==> config.mk <==
export PLATFORM = sky130hd
export DESIGN_NAME = video_capture_flat
export DESIGN_NICKNAME = d
export VERILOG_FILES = /design/src/rtl/video_capture_if.sv /design/src/rtl/video_capture.sv /design/src/flat_wrapper.sv
export SDC_FILE = /design/constraint.sdc
export NUM_CORES = 1
export LEC_CHECK = 0
export ABC_AREA = 1
export CORE_UTILIZATION = 51
export CTS_CLUSTER_SIZE = 24
export DETAILED_ROUTE_END_ITERATION = 7
export PLACE_DENSITY_LB_ADDON = 0.2
export SYNTH_ARGS = -nofsm -noshare
export SYNTH_HDL_FRONTEND = slang
export SYNTH_SLANG_ARGS = --single-unit
==> constraint.sdc <==
create_clock -name clk_sys -period 2.6 [get_ports clk_sys]
set_input_delay 0.52 -clock clk_sys [delete_from_list [all_inputs] [get_ports clk_sys]]
set_output_delay 0.52 -clock clk_sys [all_outputs]
set_load 0.05 [all_outputs]
==> src/rtl/video_capture_if.sv <==
// video_capture_if: groups the pixel stream, capture control, framebuffer write port and
// frame measurement results of video_capture.
//   master : stream/arm source and result consumer (testbench or SoC glue)
//   slave  : the capture block itself
// Signals: ce_pix, vga_hs/vs/de, vga_r/g/b (stream); arm, busy, done (control);
//          wr_en, wr_addr, wr_data (framebuffer write); frame_w, frame_h, overflow (results).
interface video_capture_if #(
    parameter int unsigned ADDR_W = 14
);
    logic              ce_pix;
    logic              vga_hs;
    logic              vga_vs;
    logic              vga_de;
    logic [7:0]        vga_r;
    logic [7:0]        vga_g;
    logic [7:0]        vga_b;
    logic              arm;
    logic              busy;
    logic              done;
    logic              wr_en;
    logic [ADDR_W-1:0] wr_addr;
    logic [7:0]        wr_data;
    logic [11:0]       frame_w;
    logic [11:0]       frame_h;
    logic              overflow;

    modport master (
        output ce_pix, vga_hs, vga_vs, vga_de, vga_r, vga_g, vga_b, arm,
        input  busy, done, wr_en, wr_addr, wr_data, frame_w, frame_h, overflow
    );

    modport slave (
        input  ce_pix, vga_hs, vga_vs, vga_de, vga_r, vga_g, vga_b, arm,
        output busy, done, wr_en, wr_addr, wr_data, frame_w, frame_h, overflow
    );
endinterface

==> src/rtl/video_capture.sv <==
// video_capture: captures one complete frame of a VGA-style pixel stream into a framebuffer
// (RGB332, address y*MAX_W + x) on request, and measures the frame's active width/height.
// Ports:
//   clk_sys : pixel/system clock
//   reset   : synchronous, active-high
//   vif     : video_capture_if slave modport (stream in, arm/busy/done, write port, results)
module video_capture #(
    parameter int unsigned MAX_W  = 160,
    parameter int unsigned MAX_H  = 100,
    parameter int unsigned ADDR_W = 14
) (
    input  logic                  clk_sys,
    input  logic                  reset,
    video_capture_if.slave        vif
);

    if (MAX_W * MAX_H > (1 << ADDR_W)) begin : g_size_check
        $error("video_capture: MAX_W*MAX_H does not fit in ADDR_W address bits");
    end

    localparam logic [1:0] StIdle    = 2'd0;
    localparam logic [1:0] StWaitVs  = 2'd1;
    localparam logic [1:0] StCapture = 2'd2;

    localparam logic [11:0]       MaxW12  = 12'(MAX_W);
    localparam logic [11:0]       MaxH12  = 12'(MAX_H);
    localparam logic [ADDR_W-1:0] RowStep = ADDR_W'(MAX_W);

    logic [1:0]        state_q, state_d;
    logic              vs_prev_q, vs_prev_d;
    logic              de_prev_q, de_prev_d;
    logic [11:0]       x_q, x_d;
    logic [11:0]       y_q, y_d;
    logic [ADDR_W-1:0] row_base_q, row_base_d;
    logic [11:0]       max_w_q, max_w_d;
    logic              wr_en_q, wr_en_d;
    logic [ADDR_W-1:0] wr_addr_q, wr_addr_d;
    logic [7:0]        wr_data_q, wr_data_d;
    logic              done_q, done_d;
    logic [11:0]       frame_w_q, frame_w_d;
    logic [11:0]       frame_h_q, frame_h_d;
    logic              overflow_q, overflow_d;

    logic              vs_rise, de_fall;
    logic [11:0]       line_w, height, widest;

    // Only bits that reach the framebuffer matter; hsync is not used for timing.
    logic unused_ok;
    assign unused_ok = ^{vif.vga_hs, vif.vga_r[4:0], vif.vga_g[4:0], vif.vga_b[5:0]};

    function automatic logic [11:0] sat_inc(input logic [11:0] v);
        return (v == 12'hFFF) ? v : v + 12'd1;
    endfunction

    assign vs_rise = vif.ce_pix &  vif.vga_vs & ~vs_prev_q;
    assign de_fall = vif.ce_pix & ~vif.vga_de &  de_prev_q;

    always_comb begin
        state_d    = state_q;
        vs_prev_d  = vs_prev_q;
        de_prev_d  = de_prev_q;
        x_d        = x_q;
        y_d        = y_q;
        row_base_d = row_base_q;
        max_w_d    = max_w_q;
        wr_en_d    = 1'b0;
        wr_addr_d  = wr_addr_q;
        wr_data_d  = wr_data_q;
        done_d     = 1'b0;
        frame_w_d  = frame_w_q;
        frame_h_d  = frame_h_q;
        overflow_d = overflow_q;
        line_w     = 12'd0;
        height     = 12'd0;
        widest     = 12'd0;

        // Edge history advances only on qualified samples.
        if (vif.ce_pix) begin
            vs_prev_d = vif.vga_vs;
            de_prev_d = vif.vga_de;
        end

        case (state_q)
            StIdle: begin
                if (vif.arm) state_d = StWaitVs;
            end
            StWaitVs: begin
                if (vs_rise) begin
                    state_d    = StCapture;
                    x_d        = 12'd0;
                    y_d        = 12'd0;
                    row_base_d = '0;
                    max_w_d    = 12'd0;
                end
            end
            StCapture: begin
                if (vs_rise) begin
                    // A line still open at vsync counts toward the frame size.
                    line_w     = de_prev_q ? x_q : 12'd0;
                    height     = de_prev_q ? sat_inc(y_q) : y_q;
                    widest     = (line_w > max_w_q) ? line_w : max_w_q;
                    state_d    = StIdle;
                    done_d     = 1'b1;
                    frame_w_d  = widest;
                    frame_h_d  = height;
                    overflow_d = (widest > MaxW12) || (height > MaxH12);
                end else if (vif.ce_pix && vif.vga_de) begin
                    if (x_q < MaxW12 && y_q < MaxH12) begin
                        wr_en_d   = 1'b1;
                        wr_addr_d = row_base_q + ADDR_W'(x_q);
                        wr_data_d = {vif.vga_r[7:5], vif.vga_g[7:5], vif.vga_b[7:6]};
                    end
                    x_d = sat_inc(x_q);
                end else if (de_fall) begin
                    if (x_q > max_w_q) max_w_d = x_q;
                    if (y_q < MaxH12) row_base_d = row_base_q + RowStep;
                    y_d = sat_inc(y_q);
                    x_d = 12'd0;
                end
            end
            default: state_d = StIdle;
        endcase
    end

    always_ff @(posedge clk_sys) begin
        if (reset) begin
            state_q    <= StIdle;
            vs_prev_q  <= 1'b0;
            de_prev_q  <= 1'b0;
            x_q        <= 12'd0;
            y_q        <= 12'd0;
            row_base_q <= '0;
            max_w_q    <= 12'd0;
            wr_en_q    <= 1'b0;
            wr_addr_q  <= '0;
            wr_data_q  <= 8'd0;
            done_q     <= 1'b0;
            frame_w_q  <= 12'd0;
            frame_h_q  <= 12'd0;
            overflow_q <= 1'b0;
        end else begin
            state_q    <= state_d;
            vs_prev_q  <= vs_prev_d;
            de_prev_q  <= de_prev_d;
            x_q        <= x_d;
            y_q        <= y_d;
            row_base_q <= row_base_d;
            max_w_q    <= max_w_d;
            wr_en_q    <= wr_en_d;
            wr_addr_q  <= wr_addr_d;
            wr_data_q  <= wr_data_d;
            done_q     <= done_d;
            frame_w_q  <= frame_w_d;
            frame_h_q  <= frame_h_d;
            overflow_q <= overflow_d;
        end
    end

    assign vif.busy     = (state_q != StIdle);
    assign vif.done     = done_q;
    assign vif.wr_en    = wr_en_q;
    assign vif.wr_addr  = wr_addr_q;
    assign vif.wr_data  = wr_data_q;
    assign vif.frame_w  = frame_w_q;
    assign vif.frame_h  = frame_h_q;
    assign vif.overflow = overflow_q;

endmodule

==> src/flat_wrapper.sv <==
// flat-port wrapper written by rule: the top's interface ports become plain ports
module video_capture_flat 
#(
    parameter int unsigned MAX_W  = 160,
    parameter int unsigned MAX_H  = 100,
    parameter int unsigned ADDR_W = 14
)
  (clk_sys, reset, vif_ce_pix, vif_vga_hs, vif_vga_vs, vif_vga_de, vif_vga_r, vif_vga_g, vif_vga_b, vif_arm, vif_busy, vif_done, vif_wr_en, vif_wr_addr, vif_wr_data, vif_frame_w, vif_frame_h, vif_overflow);
  video_capture_if #(.ADDR_W(ADDR_W)) vif_i ();
  input  logic clk_sys;
  input  logic reset;
  input wire logic [$bits(vif_i.ce_pix)-1:0] vif_ce_pix;
  input wire logic [$bits(vif_i.vga_hs)-1:0] vif_vga_hs;
  input wire logic [$bits(vif_i.vga_vs)-1:0] vif_vga_vs;
  input wire logic [$bits(vif_i.vga_de)-1:0] vif_vga_de;
  input wire logic [$bits(vif_i.vga_r)-1:0] vif_vga_r;
  input wire logic [$bits(vif_i.vga_g)-1:0] vif_vga_g;
  input wire logic [$bits(vif_i.vga_b)-1:0] vif_vga_b;
  input wire logic [$bits(vif_i.arm)-1:0] vif_arm;
  output wire logic [$bits(vif_i.busy)-1:0] vif_busy;
  output wire logic [$bits(vif_i.done)-1:0] vif_done;
  output wire logic [$bits(vif_i.wr_en)-1:0] vif_wr_en;
  output wire logic [$bits(vif_i.wr_addr)-1:0] vif_wr_addr;
  output wire logic [$bits(vif_i.wr_data)-1:0] vif_wr_data;
  output wire logic [$bits(vif_i.frame_w)-1:0] vif_frame_w;
  output wire logic [$bits(vif_i.frame_h)-1:0] vif_frame_h;
  output wire logic [$bits(vif_i.overflow)-1:0] vif_overflow;
  assign vif_i.ce_pix = vif_ce_pix;
  assign vif_i.vga_hs = vif_vga_hs;
  assign vif_i.vga_vs = vif_vga_vs;
  assign vif_i.vga_de = vif_vga_de;
  assign vif_i.vga_r = vif_vga_r;
  assign vif_i.vga_g = vif_vga_g;
  assign vif_i.vga_b = vif_vga_b;
  assign vif_i.arm = vif_arm;
  assign vif_busy = vif_i.busy;
  assign vif_done = vif_i.done;
  assign vif_wr_en = vif_i.wr_en;
  assign vif_wr_addr = vif_i.wr_addr;
  assign vif_wr_data = vif_i.wr_data;
  assign vif_frame_w = vif_i.frame_w;
  assign vif_frame_h = vif_i.frame_h;
  assign vif_overflow = vif_i.overflow;
  video_capture #(.MAX_W(MAX_W), .MAX_H(MAX_H), .ADDR_W(ADDR_W)) u_core (.clk_sys(clk_sys), .reset(reset), .vif(vif_i));
endmodule
---- Yosys cells after proc, flatten, opt, wreduce, memory -nomap -nowiden ----
Cells that the tools add are included.
operators by class
  order comparisons ....................... 6
  reductions and logical operators ........ 15
  bitwise operators ....................... 9
  add/subtract/negate cells ............... 4
  mux-type cells .......................... 31
  equality and inequality tests ........... 14
operators with widths
  kind                                                                              count
  12-bit two-way mux                                                                16
  12-bit one-hot mux with 2 select lines                                            3
  14-bit two-way mux                                                                5
  14-bit one-hot mux with 2 select lines                                            1
  12-bit by 1-bit adder with 12-bit output, second input constant                   2
  12-bit equality test, second input constant                                       2
  12-bit greater-than comparator                                                    2
  14-bit by 12-bit adder with 14-bit output                                         1
  14-bit by 8-bit adder with 14-bit output, second input constant                   1
  12-bit by 7-bit greater-than comparator with 1-bit output, second input constant  1
  12-bit by 8-bit greater-than comparator with 1-bit output, second input constant  1
  12-bit by 7-bit < comparator with 1-bit output, second input constant             1
  12-bit by 8-bit < comparator with 1-bit output, second input constant             1
  6-bit AND reduction                                                               2
  2-bit by 1-bit inequality test with 1-bit output, second input constant           5
  5-bit AND reduction                                                               2
  2-bit two-way mux                                                                 3
  2-bit inequality test, second input constant                                      3
  2-bit one-hot mux with 3 select lines                                             1
  1-bit NOT                                                                         5
  1-bit bitwise AND                                                                 4
  4-bit AND reduction                                                               1
  2-bit nonzero test                                                                2
  4-bit OR reduction                                                                1
  other kinds (11)                                                                  13
storage, ports and cells
  bits in registers ....................... 103

---- Longest topological paths before layout ----
Gate-level depths: netlist (run 1).
  word-level depth ........................ 7
  depth in mapped cells ................... 21
  mapped depth without buffers ............ 19

---- Least setup slack after synthesis (run 1) ----
No wires, ideal clock.
  path type ............................... reg2reg
  start ................................... register u_core.de_prev_q
  end ..................................... register u_core.overflow_q (netlist: u_core.vif.overflow)
  arrival ................................. 2.085 ns
  library setup time ...................... 0.109 ns
  clock period less this slack ............ 2.194 ns
  buffers on the path ..................... 2
  stages on the path, launching flop included .. 22
  slack ................................... 0.406 ns
  cell sequence ........................... dfxtp_1 -> clkbuf_1 -> nand2_1 -> inv_1 -> ha_1 -> nand2_1 -> inv_1 -> nand2_1 -> inv_1 -> nand2_1 -> nand3_1 -> nand2_1 -> buf_2 -> nand2_1 -> nand2_1 -> nand2_1 -> nor2_1 -> nand2_1 -> nand2_1 -> nand3_1 -> nand2_1 -> inv_1
on the way
  cells in the longest elaborated chain, start to end .. 5
  elaborated cells on any way between the ends .. 7
  classes of those cells .................. order compare: 3; mux: 3; reduce/logical: 1
RTL lines
  element                                                    line                  text
  start, declared                                            video_capture.sv:31   logic de_prev_q, de_prev_d;
  start signal, assigned                                     video_capture.sv:144  de_prev_q <= de_prev_d;
  12-bit two-way mux                                         video_capture.sv:99   line_w = de_prev_q ? x_q : 12'd0;
  12-bit greater-than comparator                             video_capture.sv:101  widest = (line_w > max_w_q) ? line_w : max_w_q;
  12-bit two-way mux                                         video_capture.sv:101
  12-bit by 8-bit greater-than comparator with 1-bit output  video_capture.sv:106  overflow_d = (widest > MaxW12) || (height > MaxH12);
  1-bit logical OR (*)                                       video_capture.sv:106
  end signal, assigned                                       video_capture.sv:155  overflow_q <= overflow_d;
  end, declared                                              video_capture.sv:42   logic overflow_q, overflow_d;
Every way passes the cells marked *; elsewhere a longest branch is shown, timed or not.
A chain may end at the register's enable or synchronous reset.

---- Worst setup path in the final report (run 1) ----
  start ................................... register u_core.state_q[0]
  end ..................................... output vif_busy
on the way
  cells in the longest elaborated chain, start to end .. 1
RTL lines
  element                 line                  text
  start, declared         video_capture.sv:29   logic [1:0] state_q, state_d;
  start signal, assigned  video_capture.sv:127  state_q <= StIdle;
  start signal, assigned  video_capture.sv:142  state_q <= state_d;
  2-bit nonzero test      video_capture.sv:159  assign vif.busy = (state_q != StIdle);
  end, declared           flat_wrapper.sv:20    output wire logic [$bits(vif_i.busy)-1:0] vif_busy;
Every way passes these cells.

==> results of run 1 <==
[power by group]
group	internal [uW]	switching (uW)	leakage, uW
registers	1710	159	0.000795
clock network	761	536	0.000134
logic	1160	2150	0.00216
[cell families after synthesis]
group / count (synthesis) / share of synthesized area [%]
xor gates and xnor gates: 13 / 2.024
and+or+nand+nor: 339 / 26.61
buffers and inverters: 146 / 10.12
adders and majority gates: 38 / 8.454
DFF: 98 / 34.88
muxes: 1 / 0.1780
AOI/OAI and AO/OA: 180 / 17.73
[timing repair]
| action | in CTS | in global routing |
|---|---|---|
| setup buffers | 0 | 1 |
| resized for setup | 0 | 12 |
| endpoints found under the setup margin | 0 | 1 |
[worst max-delay path by stage]
stage	end	slack, ps	cells past startpoint
after floorplan	u_core.vif.overflow	410	21
after global placement	u_core.y_q[4]	120	12
after detailed placement	u_core.y_q[4]	70	12
after CTS	u_core.vif.overflow	140	20
after global routing	u_core.vif.overflow	6	18
final	vif_busy	160	4
[metal layers]
layer | global-route usage, % | vias to the layer above | wire (microns)
met5 | 0 | - | 0
met4 | 11.15 | 0 | 306
met3 | 4.498 | 25 | 908
met2 | 44.19 | 196 | 6883
met1 | 34.19 | 2534 | 6487
li1 | - | 2789 | -
[worst reg2reg max path, stage by stage, from the launching register on]
cell and delay, ps:
dfxtp_4 380, buf_4 170, nand2_2 80, inv_1 40
ha_1 280, nand2_1 100, inv_1 40, nand2_1 50
nand2_1 50, nand2_1 60, nand3_1 100, nand2_2 100
buf_6 130, nand2_1 50, nand2_1 120, nand2_1 70
nor2_1 100, nand2_1 60, nand2_1 90, nand3_1 70
nand2_1 60, inv_1 30
[registers in the layout, indices dropped and copies added (netlist names)]
name,cells
u_core.de_prev_q,1
u_core.vif.done,1
u_core.vif.wr_data,8
u_core.row_base_q,9
u_core.vif.wr_addr,14
u_core.vif.overflow,1
u_core.state_q,2
u_core.vif.frame_h,12
u_core.vif.frame_w,12
u_core.vs_prev_q,1
u_core.y_q,12
u_core.max_w_q,12
u_core.x_q,12
u_core.vif.wr_en,1
[final cells by class]
class,count,share of cell area (%)
Clock buffer,11,2.076
Clock inverter,5,1.837
Inverter,115,6.337
Multi-Input combinational cell,571,45.59
Sequential cell,98,28.86
Tap cell,136,2.498
Timing Repair Buffer,93,12.80
[Yosys cell counts]
library cell | n | area share, %
a22oi_1 | 2 | 0.27
dfxtp_1 | 98 | 35
buf_2 | 11 | 0.98
a21boi_2 | 1 | 0.20
o21ai_1 | 26 | 2.3
ha_1 | 38 | 8.5
inv_2 | 9 | 0.60
inv_1 | 106 | 7.1
and3_1 | 1 | 0.11
a211oi_1 | 2 | 0.27
nand3b_1 | 1 | 0.13
a21oi_1 | 63 | 5.6
nor2_1 | 76 | 5.1
mux2i_1 | 1 | 0.18
buf_4 | 2 | 0.27
o21bai_1 | 7 | 0.93
nor4_4 | 1 | 0.38
o211a_1 | 1 | 0.18
o22ai_1 | 1 | 0.11
buf_1 | 1 | 0.067
o211ai_1 | 15 | 2.0
nand4_1 | 7 | 0.78
o21ai_0 | 57 | 5.1
xnor2_1 | 4 | 0.62
nor3_1 | 9 | 0.80
o21a_1 | 2 | 0.27
nand2_4 | 3 | 0.60
nor2_8 | 1 | 0.36
a31o_2 | 1 | 0.16
xor2_1 | 9 | 1.4
nand3_1 | 37 | 3.3
a21o_1 | 1 | 0.13
nand2_2 | 5 | 0.56
o31ai_2 | 1 | 0.22
nand3_2 | 1 | 0.18
clkbuf_1 | 17 | 1.1
nor2_4 | 3 | 0.60
nor2_2 | 4 | 0.44
nand2_1 | 181 | 12
and2_1 | 1 | 0.11
nor4_1 | 3 | 0.33
nor3b_1 | 1 | 0.13
nor3_2 | 3 | 0.53
or2_2 | 1 | 0.11
[stage by stage]
step                      power [uW]  setup slack [ps]  hold WS, ps  instances
after detailed placement        5062             66.12        474.5       1011
after global routing            6952             5.997        517.0       1029
after floorplan                 4158             406.2        458.9        815
after global placement          4973             122.6        462.1       1011
final                           6478             162.4        492.1       1029
after CTS                       6367             139.4        490.4       1027
==> qor.yml, run 1 <==
sta:
  rsz0062_at_grt: "false"
  tns_ps: 0
  tightest_slew_ps: 538.3
  slew_headroom_pct: 64.00
  skew_ps: 9.099
  fmax_mhz: 410.2
  fin_crit_ps: 2438
  setup_viol: 0
  finalCritPeriodShare_pct: 93.75
  finalMaxSlewViolations: 0
  hold_viol: 0
clock_tree:
  ctsHoldBuffers: 0
  cts_sinks: 98
  cts_buffer_depth: 2
  cts-root-buf: "clkbuf_8"
  cts_tree: "yes"
  insertion_delay_ps: 380
  clk_pin_slew_worst_paths_ps: 90
  cts_made_buffers: 9
  htreeDepth: 3
routing:
  dr.pass1.iters: 5
  drc: 0
  viasPerCell: 5.388
  ant_nets: 0
  drt_iter0_markers: 378
  wl_per_cell_microns: 14.17
  num_vias: 5544
  wirelength_mm: 14.59
final_layout:
  drive_above_1_share_pct: 9.518
  layout_common_cells: "nand2_1, inv_1, dfxtp_1"
  regArea_sq_um: 1966
  nFillCells: 941
  antenna_cells: 0
  final_core_util_pct: 64.82
  area_growth_pct: 21.11
  finalNetCount: 957
  final_common_cell: "nand2_1"
  multi_input_area_sq_um: 3105
  fin_area_sq_um: 6812
floorplanning:
  io_pins: 81
  core_area_sq_um: 10510
  die_x_microns: 107.0
  std_cell_rows: 37
  die_y_microns: 107.0
  start_util_pct: 53.52
  dieArea_sq_um: 11450
critical_path:
  arrival_ps: 1920
  reg2reg_depth: 21
  timing.rr.end: "u_core.vif.overflow"
  cpMostUsedCell: "inv_1"
  cp_top_family: "buffers and inverters"
  cp-start-kind: "flip-flop"
  worst_ep_required_time_ps: 2080
  crit_slowest_cell: "clkdlybuf4s50_1"
  crit_type: "flip-flop to output port"
  crit_buf_inv: 3
  r2r_setup_slack_ps: 280
  crit_start: "u_core.state_q[0]"
  cpPeakStageDelay_ps: 810
  r2r_start: "u_core.de_prev_q"
  path_max_fanout: 4
  crit_path_cell_trace: "inv_1 -> ha_1 -> inv_1 -> clkdlybuf4s50_1"
  cp-end-kind: "output port"
global_routing:
  antenna_found_initial: 0
  grt.total_usage_pct: 26.66
  gr-total-overflow: 0
  grt_max_degree: 40
  grt_pass1_vias: 5172
  grt_pass1_wl_mm: 24.27
yosys:
  syn_inst: 815
  synth_area_sq_um: 5624
  synth_nets: 884
  syn_area_per_cell_sq_um: 6.901
  synth-seq-cells: 98
  yosysUniqueCellTypes: 44
  ys_seq_area_share_pct: 34.88
  ys.warnings.count: 0
power_and_ir_drop:
  ir_drop_uv: 674.6
  powerDensity_nw_per_um2: 951.1
  p_leak_uw: 0.003089
hold_path:
  min_path_cells: 2
  hp-start: "u_core.vif.frame_h[4]"
  hold_class: "flip-flop to flip-flop"
  holdPathEnd: "u_core.vif.frame_h[4]"
place:
  place.gp.congestion: 0.8455
  dpl.hpwl_mm: 10.72
  dpl_cell_area_sq_um: 6510
  io_buffers: 63
run:
  drv_cap: 0
status:
  status: "completed"
Power figures use the tool's default switching activity.
==> run 2, diff against run 1 <==
--- a/config.mk
+++ b/config.mk
@@ -9,7 +9,8 @@
 export CORE_UTILIZATION = 51
 export CTS_CLUSTER_SIZE = 24
 export DETAILED_ROUTE_END_ITERATION = 7
-export PLACE_DENSITY_LB_ADDON = 0.2
+export PLACE_DENSITY = 0.79
+export SLEW_MARGIN = 10
 export SYNTH_ARGS = -nofsm -noshare
 export SYNTH_HDL_FRONTEND = slang
 export SYNTH_SLANG_ARGS = --single-unit
==> run 2 against run 1 <==
  * Global-route usage is 1.6 points lower
  * Clock power is 18% lower
  * Register-to-register slack better by 90 ps
  * Combinational power is 6.9% lower
  * Critical endpoint unchanged
==> qor.yml, run 2 (synthesis results as in run 1) <==
critical_path:
  path_max_fanout: 4
  timing.rr.end: "u_core.vif.overflow"
  crit_slowest_cell: "clkdlybuf4s50_1"
  cpMostUsedCell: "inv_1"
  cp-start-kind: "flip-flop"
  reg2reg_depth: 19
  worst_ep_required_time_ps: 2080
  r2r_setup_slack_ps: 370
  arrival_ps: 1900
  cp-end-kind: "output port"
  cpPeakStageDelay_ps: 810
  crit_path_cell_trace: "inv_1 -> ha_1 -> inv_1 -> clkdlybuf4s50_1"
  r2r_start: "u_core.de_prev_q"
  crit_type: "flip-flop to output port"
routing:
  wirelength_mm: 13.29
  viasPerCell: 5.224
  highest_layer: "met4"
  drc: 0
  wl_met2_mm: 6.180
  wl_per_cell_microns: 12.96
  num_vias: 5355
  wl_met1_mm: 6.012
  wl_met3_microns: 789
  drt_iter0_markers: 284
  dr.pass1.iters: 5
  ant_nets: 0
sta:
  tightest_slew_ps: 534.7
  fmax_mhz: 413.4
  rsz0062_at_grt: "false"
  fin_crit_ps: 2419
  finalCritPeriodShare_pct: 93.03
  hold_viol: 0
  setup_viol: 0
  finalMaxSlewViolations: 0
  slew_headroom_pct: 64.24
  tns_ps: 0
  skew_ps: 14.60
  holdWs_ps: 486.3
power_and_ir_drop:
  p_switching_uw: 2722
  seq_power_share_pct: 31.1
  power_frac_comb_pct: 51.3
  clkPwrFrac_pct: 17.6
  powerDensity_nw_per_um2: 893.5
  ir_drop_uv: 500.3
  p_leak_uw: 0.003044
  sw_frac_of_total_pct: 45.26
  design_power_total_uw: 6014
  intPower_uw: 3292
place:
  place.gp.congestion: 0.8884
  dpl.hpwl_mm: 9.958
  io_buffers: 63
  dpl_cell_area_sq_um: 6507
final_layout:
  nFillCells: 943
  multi_input_area_sq_um: 3100
  finalNetCount: 953
  fin_area_sq_um: 6730
  drive_above_1_share_pct: 8.774
  regArea_sq_um: 1963
  final_core_util_pct: 64.04
  final_common_cell: "nand2_1"
  largest_reg_flops: 14
  area_growth_pct: 19.67
  antenna_cells: 0
  layout_common_cells: "nand2_1, inv_1, dfxtp_1"
global_routing:
  antenna_found_initial: 0
  gr-total-overflow: 0
  grt_pass1_vias: 5075
  grt_pass1_wl_mm: 22.98
  grt.total_usage_pct: 25.09
  grt_max_degree: 40
clock_tree:
  cts_buffer_depth: 2
  cts_tree: "yes"
  cts_sinks: 98
  cts_made_buffers: 9
  insertion_delay_ps: 380
  cts-root-buf: "clkbuf_8"
  clk_pin_slew_worst_paths_ps: 90
  htreeDepth: 3
hold_path:
  min_path_cells: 2
  holdPathEnd: "u_core.vif.frame_h[4]"
  hold_class: "flip-flop to flip-flop"
  hp-start: "u_core.vif.frame_h[4]"
floorplanning:
  start_util_pct: 53.52
  dieArea_sq_um: 11450
  io_pins: 81
  std_cell_rows: 37
  die_y_microns: 107.0
  core_area_sq_um: 10510
  die_x_microns: 107.0
status:
  status: "completed"
run:
  drv_cap: 0
## run 2: cell types whose count changed in the layout (fill, tap and decap cells not counted), sizes merged
cell / change
bufinv: -3
buf: -4
clkinv: +1
clkinvlp: +2
## run 2: power groups by stage
| stage | sequential, uW | combinational (uW) | clock [uW] |
|---|---|---|---|
| 2_1_floorplan | 2060 | 2100 | 0 |
| 3_3_place_gp | 1890 | 2990 | 0 |
| 3_5_place_dp | 1900 | 3030 | 0 |
| 4_1_cts | 1870 | 3050 | 1080 |
| 5_1_grt | 1890 | 3550 | 1130 |
| 6_report | 1870 | 3080 | 1060 |
## run 2: routing by layer
layer / vias up / track usage [%]
li1: 2777 / -
met1: 2404 / 31.80
met2: 151 / 41.38
met3: 23 / 4.802
met4: 0 / 10.96
met5: - / 0
## run 2: per-stage QoR
step | instances | setup WS (ps)
after floorplan | 815 | 406.2
after detailed placement | 1009 | 102.8
after global placement | 1009 | 142.0
after CTS | 1025 | 128.8
final | 1025 | 181.3
after global routing | 1025 | 28.31
## run 2: layout make-up
| class | count | area share [%] |
|---|---|---|
| Inverter | 115 | 6.414 |
| Timing Repair Buffer | 89 | 12.64 |
| Clock buffer | 11 | 2.249 |
| Multi-Input combinational cell | 571 | 46.07 |
| Tap cell | 136 | 2.528 |
| Sequential cell | 98 | 29.17 |
| Clock inverter | 5 | 0.9295 |
## run 2: repair_timing
item                       CTS  global route
hold buffers                 0             0
setup buffers                0             0
gates resized for setup      0             3
setup endpoints to repair    0             2
## run 2: worst max-delay path by stage
stage                                to              start  depth (start not counted)
global placement         u_core.x_q[10]         vif_ce_pix                         14
CTS                 u_core.vif.overflow   u_core.de_prev_q                         19
detailed placement       u_core.x_q[10]         vif_ce_pix                         14
floorplan           u_core.vif.overflow   u_core.de_prev_q                         21
finish                         vif_busy  u_core.state_q[0]                          4
global route        u_core.vif.overflow   u_core.de_prev_q                         19
## run 2: critical path: cells and delay by family (launching register included)
family     cells  cell delay [ps]
flops          1              350
buf+inv        3              970
fa+ha+maj      1              200
==> run 3, diff against run 2 <==
--- a/config.mk
+++ b/config.mk
@@ -6,10 +6,12 @@
 export NUM_CORES = 1
 export LEC_CHECK = 0
 export ABC_AREA = 1
-export CORE_UTILIZATION = 51
+export CELL_PAD_IN_SITES_DETAIL_PLACEMENT = 0
+export CELL_PAD_IN_SITES_GLOBAL_PLACEMENT = 1
+export CORE_UTILIZATION = 39
 export CTS_CLUSTER_SIZE = 24
 export DETAILED_ROUTE_END_ITERATION = 7
-export PLACE_DENSITY = 0.79
+export PLACE_DENSITY = 0.83
 export SLEW_MARGIN = 10
 export SYNTH_ARGS = -nofsm -noshare
 export SYNTH_HDL_FRONTEND = slang
==> run 3 against run 2 <==
  * Setup slack worse by 2.0 ps
  * Count of clock-buffer cells in the layout unchanged
  * Clock power up 20%
  * Global-route usage down 3.9 points
  * Critical path type unchanged
  * Critical endpoint unchanged
  * Largest power group unchanged
==> qor.yml, run 3 (synthesis results as in run 1) <==
power_and_ir_drop:
  power_frac_comb_pct: 50.9
  design_power_total_uw: 6387
  ir_drop_uv: 463.6
  p_leak_uw: 0.003112
  seq_power_share_pct: 29.3
  clkPwrFrac_pct: 19.8
  intPower_uw: 3547
  sw_frac_of_total_pct: 44.47
  powerDensity_nw_per_um2: 925.3
  p_switching_uw: 2840
critical_path:
  crit_start: "u_core.state_q[0]"
  cp-start-kind: "flip-flop"
  cp-end-kind: "output port"
  timing.rr.end: "u_core.vif.overflow"
  cpPeakStageDelay_ps: 830
  worst_ep_required_time_ps: 2080
  crit_buf_inv: 3
  cpMostUsedCell: "inv_1"
  cp_top_family: "buffers and inverters"
  crit_slowest_cell: "clkdlybuf4s50_1"
  crit_type: "flip-flop to output port"
  r2r_setup_slack_ps: 260
  path_max_fanout: 4
  crit_path_cell_trace: "inv_1 -> ha_1 -> inv_1 -> clkdlybuf4s50_1"
  arrival_ps: 1900
  r2r_start: "u_core.de_prev_q"
  reg2reg_depth: 22
floorplanning:
  core_area_sq_um: 13990
  start_util_pct: 40.21
  die_y_microns: 122.1
  dieArea_sq_um: 14900
  die_x_microns: 122.1
  io_pins: 81
  std_cell_rows: 43
routing:
  dr.pass1.iters: 5
  highest_layer: "met4"
  ant_nets: 0
  wl_met3_microns: 895
  wirelength_mm: 14.91
  drc: 0
  wl_per_cell_microns: 13.86
  drt_iter0_markers: 312
  viasPerCell: 4.905
  wl_met1_mm: 7.234
  wl_met2_mm: 6.602
  num_vias: 5278
global_routing:
  grt.total_usage_pct: 21.23
  grt_pass1_vias: 4848
  grt_max_degree: 40
  antenna_found_initial: 0
  grt_pass1_wl_mm: 24.44
  gr-total-overflow: 0
sta:
  worst_slack_ps: 179.3
  rsz0062_at_grt: "false"
  tightest_slew_ps: 545.1
  hold_viol: 0
  setup_viol: 0
  tns_ps: 0
  slew_headroom_pct: 63.54
  finalMaxSlewViolations: 0
  finalCritPeriodShare_pct: 93.10
  fin_crit_ps: 2421
  fmax_mhz: 413.1
  skew_ps: 11.14
final_layout:
  layout_common_cells: "nand2_1, inv_1, dfxtp_1"
  nFillCells: 1426
  area_growth_pct: 22.74
  final_common_cell: "nand2_1"
  finalNetCount: 961
  layoutNonFillerInstCount: 1076
  drive_above_1_share_pct: 9.821
  largest_reg_flops: 14
  antenna_cells: 0
clock_tree:
  clk_pin_slew_worst_paths_ps: 70
  cts_made_buffers: 9
  cts-root-buf: "clkbuf_16"
  insertion_delay_ps: 350
  htreeDepth: 3
  cts_buffer_depth: 2
  cts_sinks: 98
  cts_tree: "yes"
hold_path:
  hold_class: "flip-flop to flip-flop"
  hp-start: "u_core.vif.frame_h[4]"
  holdPathEnd: "u_core.vif.frame_h[4]"
  min_path_cells: 2
place:
  pre_cts_ws_ps: 96.76
  dp_cells: 1057
  dpl.hpwl_mm: 11.09
  io_buffers: 63
  place.gp.congestion: 0.8488
run:
  drv_cap: 0
status:
  status: "completed"
-- run 3: what timing repair did --
action / 4_1_cts / 5_1_grt
hold buffers: 0 / 0
endpoints found under the hold margin: 0 / 0
buffers inserted: 0 / 2
gates resized for setup: 0 / 11
endpoints found under the setup margin: 0 / 1
-- run 3: area by class of cell --
class,instances,area [sq um],area share [%]
clock buffer,11,242.7,3.516
clock inverter,4,26.28,0.3806
inverter,115,431.7,6.253
multi-input combinational,571,3108,45.02
sequential,98,1966,28.48
tap,180,225.2,3.263
timing repair buffer,97,903.4,13.09
-- run 3: power by group through the flow --
stage	Clock (uW)	Combinational, uW	Sequential, uW
6_report	1270	3250	1870
5_1_grt	1360	3730	1900
4_1_cts	1320	3200	1870
3_5_place_dp	0	3180	1900
3_3_place_gp	0	3160	1900
2_1_floorplan	0	2100	2060
-- run 3: through the flow --
stage	hold slack (ps)	area [sq um]	util [%]
2_1_floorplan	458.9	5624	-
3_3_place_gp	476.6	6580	47.04
3_5_place_dp	480.4	6580	47.04
4_1_cts	499.3	6849	48.96
5_1_grt	512.8	6903	49.35
6_report	492.8	6903	49.35
-- run 3: per-layer routing --
| metal | track usage (%) | vias up |
|---|---|---|
| met5 | 0 | - |
| met4 | 4.802 | 0 |
| met2 | 33.58 | 132 |
| li1 | - | 2799 |
| met1 | 28.79 | 2327 |
| met3 | 5.478 | 20 |
-- run 3: worst max-delay path by stage --
stage	slack, ps	depth (start not counted)	endpoint
after floorplan	410	21	u_core.vif.overflow
after global placement	120	12	u_core.x_q[4]
after detailed placement	100	12	u_core.max_w_q[5]
after CTS	140	4	vif_busy
after global routing	60	22	u_core.vif.overflow
final	180	4	vif_busy
-- run 3: worst register-to-register path, delay by kind of cell, from the launching register on --
family,cells,cell delay [ps]
buf+inv,5,470
simple gates,16,1130
fa+ha+maj,1,280
flops,1,360
